<file path="config.mk">
export PLATFORM = sky130hd
export DESIGN_NAME = key_event_gen
export DESIGN_NICKNAME = d
export VERILOG_FILES = /design/src/rtl/key_pkg.sv /design/src/rtl/key_edge_det.sv /design/src/rtl/key_event_gen.sv
export SDC_FILE = /design/constraint.sdc
export NUM_CORES = 1
export LEC_CHECK = 0
export ABC_CLOCK_PERIOD_IN_PS = 2100
export CORE_AREA = 8 8 55 61
export DETAILED_ROUTE_END_ITERATION = 7
export DIE_AREA = 0 0 63 69
export GPL_ROUTABILITY_DRIVEN = 0
export PLACE_DENSITY_LB_ADDON = 0.12
export SLEW_MARGIN = 15
export SYNTH_ARGS = -nofsm -noshare
export SYNTH_HDL_FRONTEND = slang
export SYNTH_SLANG_ARGS = --single-unit
</file>
<file path="constraint.sdc">
create_clock -name clk -period 2.1 [get_ports clk]
set_clock_uncertainty 0.2 [all_clocks]
set_input_delay 0.21 -clock clk [delete_from_list [all_inputs] [get_ports clk]]
set_output_delay 0.21 -clock clk [all_outputs]
set_load 0.01 [all_outputs]
</file>
<file path="src/rtl/key_pkg.sv">
// Shared definitions for the key event classifier: FSM state encoding,
// default timing constants and a small sizing helper.
package key_pkg;

    // Classifier states; held is high in PRESSED, PRESSED2 and LONG_HELD.
    typedef enum logic [2:0] {
        IDLE      = 3'd0,
        PRESSED   = 3'd1,
        WAIT_2ND  = 3'd2,
        PRESSED2  = 3'd3,
        LONG_HELD = 3'd4
    } key_state_e;

    // Default thresholds, in clock cycles.
    localparam int LONG_CYC_DEF   = 1000;
    localparam int DCLICK_CYC_DEF = 300;
    localparam int REPEAT_CYC_DEF = 200;

    // Largest of three thresholds, used to size the shared counter.
    function automatic int max3(input int a, input int b, input int c);
        int m;
        m = a;
        if (b > m) m = b;
        if (c > m) m = c;
        return m;
    endfunction

endpackage

</file>
<file path="src/rtl/key_edge_det.sv">
// Edge detector for one debounced key: registers the level and flags the
// rising and falling transitions combinationally against that register.
// Reusable for any active-high debounced key input.
module key_edge_det (
    input  logic clk,
    input  logic rst,
    input  logic key_lvl,
    output logic rise,
    output logic fall
);

    logic key_q;

    // Previous-cycle key level; cleared by reset so a key held through reset
    // release is seen as a fresh press.
    always_ff @(posedge clk or posedge rst) begin
        if (rst) begin
            key_q <= 1'b0;
        end else begin
            key_q <= key_lvl;
        end
    end

    assign rise = key_lvl & ~key_q;
    assign fall = ~key_lvl & key_q;

endmodule

</file>
<file path="src/rtl/key_event_gen.sv">
// key_event_gen: turns a debounced key level into single-cycle event pulses
// (press, release, short click, double click, long press, auto-repeat).
//
// Optional feature macro: KEY_REPEAT_EN. When defined, a key held past the
// long-press threshold emits repeat_p every REPEAT_CYC cycles; when
// undefined, repeat_p is tied low and the counter idles in LONG_HELD.
//
// All outputs are registered. An edge always wins over a threshold reached
// in the same cycle. state_dbg exposes the current FSM state for checkers.
module key_event_gen
    import key_pkg::*;
#(
    parameter int LONG_CYC   = LONG_CYC_DEF,
    parameter int DCLICK_CYC = DCLICK_CYC_DEF,
    parameter int REPEAT_CYC = REPEAT_CYC_DEF
) (
    input  logic       clk,
    input  logic       rst,
    input  logic       key_lvl,
    output logic       press_p,
    output logic       release_p,
    output logic       short_p,
    output logic       double_p,
    output logic       long_p,
    output logic       repeat_p,
    output logic       held,
    output key_state_e state_dbg
);

    // One counter serves every threshold; each threshold forces a state exit
    // or a reload, so it never needs to wrap.
    localparam int CNT_W = $clog2(max3(LONG_CYC, DCLICK_CYC, REPEAT_CYC)) + 1;

    localparam logic [CNT_W-1:0] LONG_LAST   = CNT_W'(LONG_CYC - 1);
    localparam logic [CNT_W-1:0] DCLICK_LAST = CNT_W'(DCLICK_CYC - 1);
`ifdef KEY_REPEAT_EN
    localparam logic [CNT_W-1:0] REPEAT_LAST = CNT_W'(REPEAT_CYC - 1);
`endif

    key_state_e       state;
    logic [CNT_W-1:0] cnt;
    logic             rise;
    logic             fall;
    logic             repeat_q;

    key_edge_det u_edge (
        .clk     (clk),
        .rst     (rst),
        .key_lvl (key_lvl),
        .rise    (rise),
        .fall    (fall)
    );

    // Classifier FSM with shared counter and registered event outputs.
    // Pulse outputs default to 0 each cycle so every pulse lasts one cycle.
    always_ff @(posedge clk or posedge rst) begin
        if (rst) begin
            state     <= IDLE;
            cnt       <= '0;
            press_p   <= 1'b0;
            release_p <= 1'b0;
            short_p   <= 1'b0;
            double_p  <= 1'b0;
            long_p    <= 1'b0;
            repeat_q  <= 1'b0;
            held      <= 1'b0;
        end else begin
            press_p   <= 1'b0;
            release_p <= 1'b0;
            short_p   <= 1'b0;
            double_p  <= 1'b0;
            long_p    <= 1'b0;
            repeat_q  <= 1'b0;
            case (state)
                IDLE: begin
                    if (rise) begin
                        press_p <= 1'b1;
                        held    <= 1'b1;
                        cnt     <= '0;
                        state   <= PRESSED;
                    end
                end
                PRESSED: begin
                    if (fall) begin
                        release_p <= 1'b1;
                        held      <= 1'b0;
                        cnt       <= '0;
                        state     <= WAIT_2ND;
                    end else if (cnt == LONG_LAST) begin
                        long_p <= 1'b1;
                        cnt    <= '0;
                        state  <= LONG_HELD;
                    end else begin
                        cnt <= cnt + 1'b1;
                    end
                end
                WAIT_2ND: begin
                    if (rise) begin
                        press_p <= 1'b1;
                        held    <= 1'b1;
                        cnt     <= '0;
                        state   <= PRESSED2;
                    end else if (cnt == DCLICK_LAST) begin
                        short_p <= 1'b1;
                        cnt     <= '0;
                        state   <= IDLE;
                    end else begin
                        cnt <= cnt + 1'b1;
                    end
                end
                PRESSED2: begin
                    if (fall) begin
                        release_p <= 1'b1;
                        double_p  <= 1'b1;
                        held      <= 1'b0;
                        cnt       <= '0;
                        state     <= IDLE;
                    end else if (cnt == LONG_LAST) begin
                        long_p <= 1'b1;
                        cnt    <= '0;
                        state  <= LONG_HELD;
                    end else begin
                        cnt <= cnt + 1'b1;
                    end
                end
                LONG_HELD: begin
                    if (fall) begin
                        release_p <= 1'b1;
                        held      <= 1'b0;
                        cnt       <= '0;
                        state     <= IDLE;
                    end
`ifdef KEY_REPEAT_EN
                    else if (cnt == REPEAT_LAST) begin
                        repeat_q <= 1'b1;
                        cnt      <= '0;
                    end else begin
                        cnt <= cnt + 1'b1;
                    end
`endif
                end
                default: begin
                    held  <= 1'b0;
                    cnt   <= '0;
                    state <= IDLE;
                end
            endcase
        end
    end

`ifdef KEY_REPEAT_EN
    assign repeat_p = repeat_q;
`else
    assign repeat_p = 1'b0;
`endif

    assign state_dbg = state;

endmodule

</file>
# Word-level counts from Yosys, hierarchy flattened
# Index checks and enable logic that the tools add are counted.
# word_totals
word_cells	61
out_inout_bits	10
input_bits	3
register_bits	21
# op_classes
muxes	29
n_reduce_logical	7
eq_ne	11
n_addsub	1
bitwise_logic	4
# op_table
cell	count
$mux W11	6
$pmux W11 S4	1
$mux W3	7
$pmux W3 S5	1
$mux W1	13
$add A11 B1 Y11 const B	1
$eq A11 B10 Y1 const B	1
$eq A11 B9 Y1 const B	1
$eq A3 B2 Y1 const B	2
$ne A2 B1 Y1 const B	2
$ne A2 B2 Y1 const B	2
$reduce_and A2 Y1	2
$reduce_or A2 Y1	2
$eq A3 B1 Y1 const B	1
$eq A3 B3 Y1 const B	1
$logic_not A3 Y1	1
$ne A3 B3 Y1 const B	1
$reduce_and A3 Y1	1
$reduce_or A3 Y1	1
$and A1 B1 Y1	2
$not A1 Y1	2
$pmux W1 S2	1

# Logic depth before layout (Yosys ltp)
# Gate-level depths: netlist (run 1).
# logic_depth
depth_word	4
mapped_depth	7

# Modules after synthesis
# Synthesis (run 1) repeated with hierarchy kept, for this count alone.
# unflattened
hier_cells	127
area_unflattened_um2	1149.9
# by_module_without_submodules
module	cells_each	seq_area_each_um2	area_per_inst_um2	instances
key_event_gen	123	500.5	1106.1	1
key_edge_det	4	25.0	43.8	1

# Least setup slack after synthesis (run 1)
# Ideal clock, no wire load.
# synth_path
kind	flip-flop to flip-flop
startpoint	register cnt[4]
endpoint	register cnt[7]
arrival_ps	1767
setup_time_ps	126
n_path_buf	1
path_slack_ps	7
synth_period_minus_slack_ps	2093
stages_incl_launch_ff	7
required_time_ps	1774
cell_sequence	dfrtp_1 -> buf_2 -> or3b_4 -> nor4_4 -> o2bb2ai_2 -> and3_1 -> a221o_1
# synth_via
elab_chain_cells	4
# synth_rtl
item	line	source
start, declared	key_event_gen.sv:41	logic [CNT_W-1:0] cnt;
start signal, assigned	key_event_gen.sv:94	cnt <= cnt + 1'b1;
start signal, assigned	key_event_gen.sv:108	cnt <= cnt + 1'b1;
start signal, assigned	key_event_gen.sv:123	cnt <= cnt + 1'b1;
$add A11 B1 Y11, or another cell as far along	key_event_gen.sv:94, key_event_gen.sv:108, key_event_gen.sv:123	
$mux W11 (on tied branches)	key_event_gen.sv:89, key_event_gen.sv:118, key_event_gen.sv:103	
$mux W11 (on tied branches)	key_event_gen.sv:112, key_event_gen.sv:98	
$pmux W11 S4 (*)	key_event_gen.sv:74	case (state)
# Mark *: on every way between the ends. The rest lies on a longest branch, timed or not.
# A chain may end at the register's enable or synchronous reset.

# Worst setup path in the final report (run 1)
# layout_path
startpoint	register cnt[1]
endpoint	register cnt[3]
# The elaborated chain is that of the path after synthesis.

==> flow_summary_export.csv, run 1 <==
group,metric,value,unit
cells_and_area,layout.nets,145,
place,dp_hpwl,1780,um
clock_tree,htreeDepth,1,
route,dr.pass1.iters,4,
die,initial_core_util,44.8,%
global_routing,grt_pass1_wl,4350,um
power_and_ir_drop,sequentialPowerShare,47.7,%
route,avgViaCountPerCell,5.52,
logic_synthesis,ys_ff_latch,21,
logic_synthesis,yosys.area.top_type,"dfrtp_1",
sta,hold_ws,1.45,ps
power_and_ir_drop,p_int,705,uW
place,placed_area,0.00130,mm2
logic_synthesis,syn_nets,119,
route,drtIter0Drc,41,
sta,max_freq,508,MHz
setup_path,r2r_start,"cnt[1]",
die,die_area,0.00435,mm2
global_routing,grt_overflow,0,
setup_path,critPathCaptureType,"flip-flop",
clock_tree,cts_hold_buf,0,
sta,hold_viol,0,
global_routing,antenna_found_initial,0,
die,die_w,63,um
clock_tree,clock_path_buffers,2,
sta,drv_slew,0,
cells_and_area,layout-area-overhead-vs-synth,24.4,%
route,wire_per_inst,13.7,um
global_routing,grtUsageTotal,12.0,%
setup_path,worstPathCellList,"ha_2, nor2b_1, nand4_1, o2bb2ai_2, buf_4, a41oi_1, a31oi_1",
cells_and_area,finish.instance_area,0.00134,mm2
setup_path,setup.worst_path.class,"reg2reg",
logic_synthesis,netlist_area,0.00108,mm2
run_status,status,"finished clean",
power_and_ir_drop,power_density,834,mW/mm2
clock_tree,cts_tree,"yes",
clock_tree,cts.clk_slew.worst_paths,120,ps
logic_synthesis,synth_top_area_share,48.8,%
setup_path,critPathSlowestCell,"dfrtp_1",
setup_path,path_max_fanout,10,
setup_path,cp_slowest_stage_delay,430,ps
run,maxCapViolations,0,
power_and_ir_drop,p_clk_share,18.1,%
logic_synthesis,synthFlopType,"dfrtp_1",
place,io_buffers,11,
logic_synthesis,yosysSeqAreaShare,48.8,%
clock_tree,numCtsBuffers,3,
sta,setup_violations,0,
logic_synthesis,yosysUniqueCellTypes,32,
cells_and_area,drive_above_1_share,15.7,%
cells_and_area,antennaDiodeCount,0,
logic_synthesis,async_reset_ff_share,100,%
route,via_count,944,
sta,period_needed,1970,ps
logic_synthesis,synth_edf_count,0,
global_routing,grt_start_max_net_pins,22,
route,post-route-drc-count,0,
power_and_ir_drop,p_leak,0.000605,uW
die,io_pins,13,
die,die_h,69,um
clock_tree,cts.sinks,21,
logic_synthesis,avgSynthCellArea,9.36,um2
power_and_ir_drop,switching_share,36.9,%
clock_tree,clkLatencyLatePin,320,ps
logic_synthesis,synthTopCellsByArea,"dfrtp_1, o21ai_0, a21oi_1",
setup_path,required,2100,ps
power_and_ir_drop,combPwrFrac,34.2,%
setup_path,critPathLaunch,"cnt[1]",
sta,fin_tns_setup,0,ps
logic_synthesis,ys_top_cells_by_count,"dfrtp_1, nor2_1, nand2_1, o21ai_0, a21oi_1",
logic_synthesis,syn_inst,115,
global_routing,grt_pass1_vias,1005,
die,rows,19,
clock_tree,clockRootBuffer,"clkbuf_4",
route,ant_nets,0,
power_and_ir_drop,power_switching,412,uW
power_and_ir_drop,vdd_drop_max,0.000579,V
logic_synthesis,ys.warnings.count,0,
die,coreArea,0.00240,mm2
setup_path,arrival,1970,ps
logic_synthesis,synth_most_common_cell,"dfrtp_1",
sta,period_share,93.7,%
route,wl,2340,um
worst_hold_path,hp-class,"in2async",
setup_path,cp-start-kind,"flip-flop",
[cells in the final DEF (no fill, tap or decap), types with 5 or more instances in the layout]
cell             netlist  routed
a21oi_1                8       8
buf_4                  1      14
nor2_1                10      10
dfrtp_1               21      21
nand3_1                7       7
nand2_1                9       9
o21ai_0                9       9
nand2b_1               5       5
clkdlybuf4s50_1        0      11
inv_1                  6       6
a31oi_1                5       5
[critical path, delay by kind of cell (launching register included)]
| family | cells | cell delay, ps |
|---|---|---|
| compound gates | 3 | 440 |
| flops | 1 | 430 |
| simple gates | 2 | 360 |
| fa+ha+maj | 1 | 240 |
| buf+inv | 1 | 180 |
[final cells by class]
type                            instances  area [um2]
Inverter                                6        22.5
Timing Repair Buffer                   25         215
Clock buffer                            3        22.5
Multi-Input combinational cell         84         509
Tap cell                               31        38.8
Sequential cell                        21         526
Fill cell                             220        1060
Clock inverter                          1        5.00
[layer usage]
metal	GRT usage (%)	up-vias	wire length (um)
met5	0	-	0
met4	7.36	0	56
li1	-	465	-
met1	13.1	448	977
met3	3.23	5	121
met2	20.0	26	1180
[final timing paths]
| check | cells after the start | slack (ps) | to |
|---|---|---|---|
| setup / recovery | 7 | 130 | cnt[3] |
| hold / removal | 3 | 1 | press_p |
| setup reg to reg | 7 | 130 | cnt[3] |
| hold reg to reg | 1 | 320 | cnt[9] |
| max in group asynchronous | 3 | 1480 | cnt[4] |
| min in group clk | 1 | 220 | u_edge.key_q |
[power groups by stage]
stage | registers, uW | logic [uW] | clock network, uW
3_3_place_gp | 538 | 373 | 0
5_1_grt | 542 | 429 | 225
4_1_cts | 532 | 382 | 210
6_report | 533 | 382 | 202
2_1_floorplan | 542 | 212 | 0
3_5_place_dp | 541 | 380 | 0
[kinds of logic after synthesis]
kind of cell / synth area share, %
AOI/OAI and AO/OA: 18.6
xor gates and xnor gates: 0.814
adders and majority gates: 1.16
buffers and inverters: 4.07
DFF: 48.8
other: 0.349
and+or+nand+nor: 26.2
[state kept, by name, summed over array words and instances (netlist names)]
| register | flops |
|---|---|
| cnt | 11 |
| state_dbg | 3 |
| double_p | 1 |
| held | 1 |
| long_p | 1 |
| press_p | 1 |
| release_p | 1 |
| short_p | 1 |
| u_edge.key_q | 1 |
[per-stage QoR]
stage / cells / total power, uW / worst slack [ps] / util (%)
finish: 171 / 1120 / 133 / 55.8
global route: 171 / 1200 / -8.87 / 55.8
CTS: 170 / 1120 / 111 / 55.3
detailed placement: 166 / 921 / 75.1 / 54.2
global placement: 166 / 910 / 129 / 54.2
floorplan: 115 / 754 / 6.89 / -
[what timing repair did]
action                     in CTS  in global routing
setup endpoints to repair       0                  1
setup buffers                   0                  1
gates resized for setup         0                  1
Power figures use the tool's default switching activity.
==> run 2: changes to the inputs <==
--- a/config.mk
+++ b/config.mk
@@ -6,9 +6,11 @@
 export NUM_CORES = 1
 export LEC_CHECK = 0
 export ABC_CLOCK_PERIOD_IN_PS = 2100
-export CORE_AREA = 8 8 55 61
+export CELL_PAD_IN_SITES_DETAIL_PLACEMENT = 0
+export CELL_PAD_IN_SITES_GLOBAL_PLACEMENT = 2
+export CORE_AREA = 8 8 67 74
 export DETAILED_ROUTE_END_ITERATION = 7
-export DIE_AREA = 0 0 63 69
+export DIE_AREA = 0 0 75 82
 export GPL_ROUTABILITY_DRIVEN = 0
 export PLACE_DENSITY_LB_ADDON = 0.12
 export SLEW_MARGIN = 15
==> run 2 against run 1 <==
  * Die area up 41%
  * Maximum frequency shrank 0.88%
  * Wire length grew 15%
  * Clock power rose by 35%
  * Global-route usage down 1.9 points
  * Via count fell by 2.1%
  * First-iteration DRC count fell by 20%
  * Cell area rose by 3.9%
  * Critical path depth fell by 2
  * Combinational power up 2%
  * Critical path type unchanged
  * Sequential share of layout area is 1.5 points lower
  * Setup slack worse by 17 ps
==> flow_summary_export.csv, run 2 (synthesis gave the netlist of run 1 again) <==
group,metric,value,unit
global_routing,grt_overflow,0,
die,die_w,75,um
clock_tree,htreeDepth,1,
sta,period_needed,1980,ps
setup_path,cp_slowest_stage_delay,420,ps
global_routing,grt_start_max_net_pins,22,
cells_and_area,seqCellArea,526,um2
global_routing,grt_use_met1,12.2,%
global_routing,gr-usage-met3,2.20,%
sta,setup_violations,0,
clock_tree,cts.sinks,21,
cells_and_area,mostFrequentLayoutCells,"dfrtp_1, buf_4, clkdlybuf4s50_1",
place,io_buffers,11,
clock_tree,numCtsBuffers,3,
setup_path,cpLargestDelayFamily,"simple AND/OR/NAND/NOR gates",
clock_tree,clock_path_buffers,2,
power_and_ir_drop,vdd_drop_max,0.000431,V
route,via_count,924,
run_status,status,"finished clean",
cells_and_area,multiInputGateArea,509,um2
die,rows,24,
route,dr.pass1.iters,4,
die,initial_core_util,28.2,%
clock_tree,clkLatencyLatePin,260,ps
cells_and_area,layout.nets,146,
global_routing,antenna_found_initial,0,
worst_hold_path,hp-class,"in2async",
place,place_ws,75.6,ps
setup_path,path_max_fanout,6,
clock_tree,cts.clk_slew.worst_paths,80,ps
global_routing,grt_pass1_vias,959,
setup_path,cp-start-kind,"flip-flop",
sta,hold_ws,79.3,ps
route,ant_nets,0,
cells_and_area,layout_commonest_cell,"dfrtp_1",
setup_path,cp.buffers_inverters,0,
die,io_pins,13,
sta,max_freq,504,MHz
global_routing,top_usage_layer,"met2",
die,die_area,0.00615,mm2
cells_and_area,n_fill_cell,410,
sta,hold_viol,0,
setup_path,cp.depth,5,
run,maxCapViolations,0,
sta,period_share,94.5,%
power_and_ir_drop,power_density,863,mW/mm2
setup_path,required,2050,ps
setup_path,critPathCaptureType,"flip-flop",
global_routing,grtUsageMet2,16.9,%
die,die_h,82,um
setup_path,arrival,1940,ps
setup_path,critPathLaunch,"cnt[10]",
clock_tree,cts_tree,"yes",
setup_path,r2r_start,"cnt[10]",
route,wl,2680,um
setup_path,critPathSlowestCell,"dfrtp_1",
global_routing,grt_pass1_wl,4750,um
route,post-route-drc-count,0,
setup_path,setup.worst_path.class,"reg2reg",
sta,rsz0062_at_grt,"false",
setup_path,r2r-end,"cnt[7]",
sta,fin_tns_setup,0,ps
global_routing,grtUsageTotal,10.1,%
cells_and_area,antennaDiodeCount,0,
route,drtIter0Drc,33,
route,wire_per_inst,13.9,um
sta,drv_slew,0,
clock_tree,clockRootBuffer,"clkbuf_8",
setup_path,ff2ff_setup_slack,120,ps
route,avgViaCountPerCell,4.79,
cells_and_area,drive_above_1_share,16.3,%
cells_and_area,largest_register_ffs,11,
sta,setup_slack,116,ps
cells_and_area,largest_register,"cnt",
cells_and_area,layout-area-overhead-vs-synth,29.3,%
setup_path,worstPathCellList,"or3b_4, nor4_4, o2bb2ai_2, and3_1, a221o_1",
setup_path,crit_end,"cnt[7]",
die,coreArea,0.00381,mm2
place,dp_hpwl,2030,um
setup_path,r2r_cells,5,
power_and_ir_drop,p_leak,0.000616,uW
[run 2: changes by cell type in the layout (fill, tap and decap cells not counted)]
cell	before	now
clkbuf_4	3	0
clkbuf_8	0	3
buf_4	14	15
[run 2: per-stage QoR]
stage | power (uW) | cells | cell area, um2 | util (%)
global route | 1300 | 193 | 1390 | 36.5
finish | 1200 | 193 | 1390 | 36.5
floorplan | 754 | 115 | 1080 | -
global placement | 939 | 189 | 1340 | 35.2
CTS | 1220 | 193 | 1390 | 36.4
detailed placement | 933 | 189 | 1340 | 35.2
[run 2: tightest hold or removal path, delay by kind of cell]
family,cells,cell delay (ps)
buf+inv,3,720
[run 2: per-layer routing]
metal,up-vias,share of wire [%]
met5,-,0
met4,0,0.71
met3,2,2.0
met1,447,45
met2,5,53
li1,470,-
[run 2: worst min-delay path by stage]
stage / from / end / slack [ps] / cells after the start
after floorplan: rst / cnt[0] / -10 / 1
after global placement: held / held / 310 / 2
after detailed placement: held / held / 310 / 2
after CTS: rst / cnt[5] / 90 / 3
after global routing: rst / double_p / 110 / 3
final: rst / u_edge.key_q / 80 / 3
[run 2: area by class of cell]
cell class | count | area share (%)
Clock buffer | 3 | 2.97
Clock inverter | 1 | 0.360
Inverter | 6 | 1.62
Multi-Input combinational cell | 84 | 36.6
Sequential cell | 21 | 37.8
Tap cell | 52 | 4.68
Timing Repair Buffer | 26 | 16.0
[run 2: timing repair]
item | in CTS | in global routing
setup buffers | 0 | 0
hold buffers | 0 | 0
setup endpoints to repair | 0 | 2
resized for setup | 0 | 1
hold endpoints to repair | 0 | 0
[run 2: power breakdown]
part	switching [uW]	internal [uW]
logic	215	175
clock network	141	132
registers	74.4	463
total	430	770
==> run 3: changes to the inputs <==
--- a/config.mk
+++ b/config.mk
@@ -5,12 +5,12 @@
 export SDC_FILE = /design/constraint.sdc
 export NUM_CORES = 1
 export LEC_CHECK = 0
-export ABC_CLOCK_PERIOD_IN_PS = 2100
+export ABC_AREA = 1
 export CELL_PAD_IN_SITES_DETAIL_PLACEMENT = 0
 export CELL_PAD_IN_SITES_GLOBAL_PLACEMENT = 2
-export CORE_AREA = 8 8 67 74
+export CORE_AREA = 8 8 74 82
 export DETAILED_ROUTE_END_ITERATION = 7
-export DIE_AREA = 0 0 75 82
+export DIE_AREA = 0 0 82 90
 export GPL_ROUTABILITY_DRIVEN = 0
 export PLACE_DENSITY_LB_ADDON = 0.12
 export SLEW_MARGIN = 15
==> run 3 against run 2 <==
  * Clock power is 3% higher
  * Sequential share of layout area is 3.9 points lower
  * Cell area is 12% higher
  * Setup slack better by 150 ps
  * Synthesized area is 22% higher
  * Via count is 24% higher
  * Critical path type is now reg2out
  * Largest power group is now combinational logic
==> flow_summary_export.csv, run 3 <==
group,metric,value,unit
cells_and_area,largest_register,"cnt",
logic_synthesis,ys_ff_latch,21,
die,io_pins,13,
route,wl,3610,um
logic_synthesis,yosys.area_share.simple,42.9,%
clock_tree,post_cts_buffers,0,
sta,hold_viol,0,
sta,fin_tns_setup,0,ps
power_and_ir_drop,vdd_drop_max,0.000333,V
route,via_count,1149,
power_and_ir_drop,sequentialPowerShare,38.5,%
sta,setup_violations,0,
global_routing,grt_pass1_wl,6200,um
power_and_ir_drop,power_density,921,mW/mm2
clock_tree,cts_hold_buf,0,
power_and_ir_drop,p_leak,0.000770,uW
global_routing,grt_overflow,0,
power_and_ir_drop,p_int,818,uW
clock_tree,cts.repair.resized,0,
logic_synthesis,syn_inst,180,
sta,max_freq,545,MHz
logic_synthesis,yosysUniqueCellTypes,24,
global_routing,grt_pass1_vias,1230,
cells_and_area,largest_register_ffs,11,
setup_path,setup.worst_path.class,"reg2out",
route,drtIter0Drc,43,
power_and_ir_drop,switching_share,42.8,%
die,coreArea,0.00480,mm2
logic_synthesis,avgSynthCellArea,7.27,um2
cells_and_area,drive_above_1_share,16.2,%
worst_hold_path,hp-class,"in2async",
route,wire_per_inst,14.2,um
logic_synthesis,synthMuxAreaShare,0,%
power_and_ir_drop,combPwrFrac,41.7,%
logic_synthesis,netlist_area,0.00131,mm2
logic_synthesis,synth-xor-area-share,1.34,%
power_and_ir_drop,p_clk_share,19.7,%
setup_path,path_max_fanout,8,
sta,drv_slew,0,
global_routing,grt_start_max_net_pins,22,
cells_and_area,layout-area-overhead-vs-synth,18.6,%
logic_synthesis,ys_top_cells_by_count,"nand2_1, nor2_1, inv_1",
setup_path,r2r_cells,8,
logic_synthesis,synthFlopType,"dfrtp_1",
clock_tree,numCtsBuffers,3,
logic_synthesis,synth_edf_count,0,
setup_path,cp.buffers_inverters,1,
clock_tree,clkLatencyLatePin,270,ps
logic_synthesis,ys.warnings.count,0,
logic_synthesis,async_reset_ff_share,100,%
sta,period_needed,1830,ps
route,dr.pass1.iters,4,
place,dp_hpwl,2970,um
logic_synthesis,synth_top_area_share,40.2,%
setup_path,critPathSlowestCell,"clkdlybuf4s50_1",
cells_and_area,n_fill_cell,530,
logic_synthesis,synth_most_common_cell,"nand2_1",
power_and_ir_drop,power_switching,612,uW
clock_tree,cts.sinks,21,
global_routing,grtUsageTotal,10.9,%
sta,setup_slack,265,ps
cells_and_area,layout.nets,202,
global_routing,antenna_found_initial,0,
setup_path,worstPathCellList,"clkdlybuf4s50_1",
setup_path,cp-start-kind,"flip-flop",
clock_tree,htreeDepth,1,
die,initial_core_util,27.3,%
setup_path,ff2ff_setup_slack,290,ps
setup_path,r2r-end,"cnt[7]",
run,maxCapViolations,0,
clock_tree,clock_path_buffers,2,
sta,period_share,87.4,%
clock_tree,clockRootBuffer,"clkbuf_8",
die,die_area,0.00738,mm2
run_status,status,"finished clean",
logic_synthesis,synth_top_family_by_area,"simple AND/OR/NAND/NOR gates",
logic_synthesis,syn_nets,184,
setup_path,required,1690,ps
setup_path,arrival,1420,ps
logic_synthesis,yosysSeqAreaShare,40.2,%
setup_path,cpLargestDelayFamily,"buffers and inverters",
clock_tree,cts.clk_slew.worst_paths,90,ps
setup_path,cp_slowest_stage_delay,610,ps
die,die_w,82,um
cells_and_area,mostFrequentLayoutCells,"nand2_1, nor2_1, inv_1",
clock_tree,cts_tree,"yes",
setup_path,critPathCaptureType,"output port",
logic_synthesis,synthTopCellsByArea,"dfrtp_1, nand2_1, nor2_1",
die,rows,27,
place,io_buffers,11,
logic_synthesis,yosys.area.top_type,"dfrtp_1",
route,ant_nets,0,
cells_and_area,antennaDiodeCount,0,
logic_synthesis,synthAdderAreaFrac,0.956,%
route,avgViaCountPerCell,4.51,
logic_synthesis,synth-compound-area-share,3.92,%
place,place_ws,196,ps
die,die_h,90,um
cells_and_area,layout_commonest_cell,"nand2_1",
route,post-route-drc-count,0,
setup_path,r2r_start,"cnt[1]",
sta,rsz0062_at_grt,"false",
run 3: cell type report:
class	count	area (um2)	area share, %
multi-input combinational	125	647	41.7
sequential	21	526	33.8
timing repair buffer	14	133	8.54
inverter	33	129	8.30
tap	58	72.6	4.67
clock buffer	3	41.3	2.66
clock inverter	1	5.00	0.322
run 3: routing by layer:
metal	track usage [%]	part of all wire (%)
met1	12.1	40
met2	19.4	53
met3	1.99	4.7
met4	3.96	2.0
met5	0	0
run 3: power groups by stage:
| stage | Combinational, uW | Sequential, uW | Clock (uW) |
|---|---|---|---|
| 2_1_floorplan | 395 | 559 | 0 |
| 3_3_place_gp | 612 | 558 | 0 |
| 3_5_place_dp | 604 | 560 | 0 |
| 4_1_cts | 606 | 553 | 290 |
| 5_1_grt | 672 | 564 | 310 |
| 6_report | 597 | 551 | 282 |
run 3: worst min-delay path, stage by stage:
cell	delay, ps
clkdlybuf4s50_1	390
inv_1	50
buf_4	280
run 3: metrics by stage:
stage | std cells | power, uW | hold WS, ps | utilization [%] | cell area [um2]
floorplan | 180 | 954 | -13.5 | - | 1310
detailed placement | 251 | 1160 | 314 | 31.4 | 1510
finish | 255 | 1430 | 69.4 | 32.4 | 1550
global route | 255 | 1550 | 128 | 32.4 | 1550
global placement | 251 | 1170 | 301 | 31.4 | 1510
CTS | 255 | 1450 | 84.7 | 32.4 | 1550
run 3: worst max-delay path by stage:
stage	end	cells past startpoint	from	slack (ps)
3_5_place_dp	cnt[8]	9	key_lvl	200
6_report	state_dbg[1]	1	state_dbg[1]	270
4_1_cts	state_dbg[1]	1	state_dbg[1]	240
2_1_floorplan	cnt[8]	8	cnt[0]	560
5_1_grt	cnt[8]	9	cnt[1]	90
3_3_place_gp	cnt[1]	9	key_lvl	260
run 3: cells by family (layout without fill, tap and decap cells):
logic type,count (synthesis),in the layout
AOI/OAI and AO/OA,9,9
DFF,21,21
adders and majority gates,1,1
other,1,1
xor gates and xnor gates,2,2
and+or+nand+nor,112,112
buffers and inverters,34,51
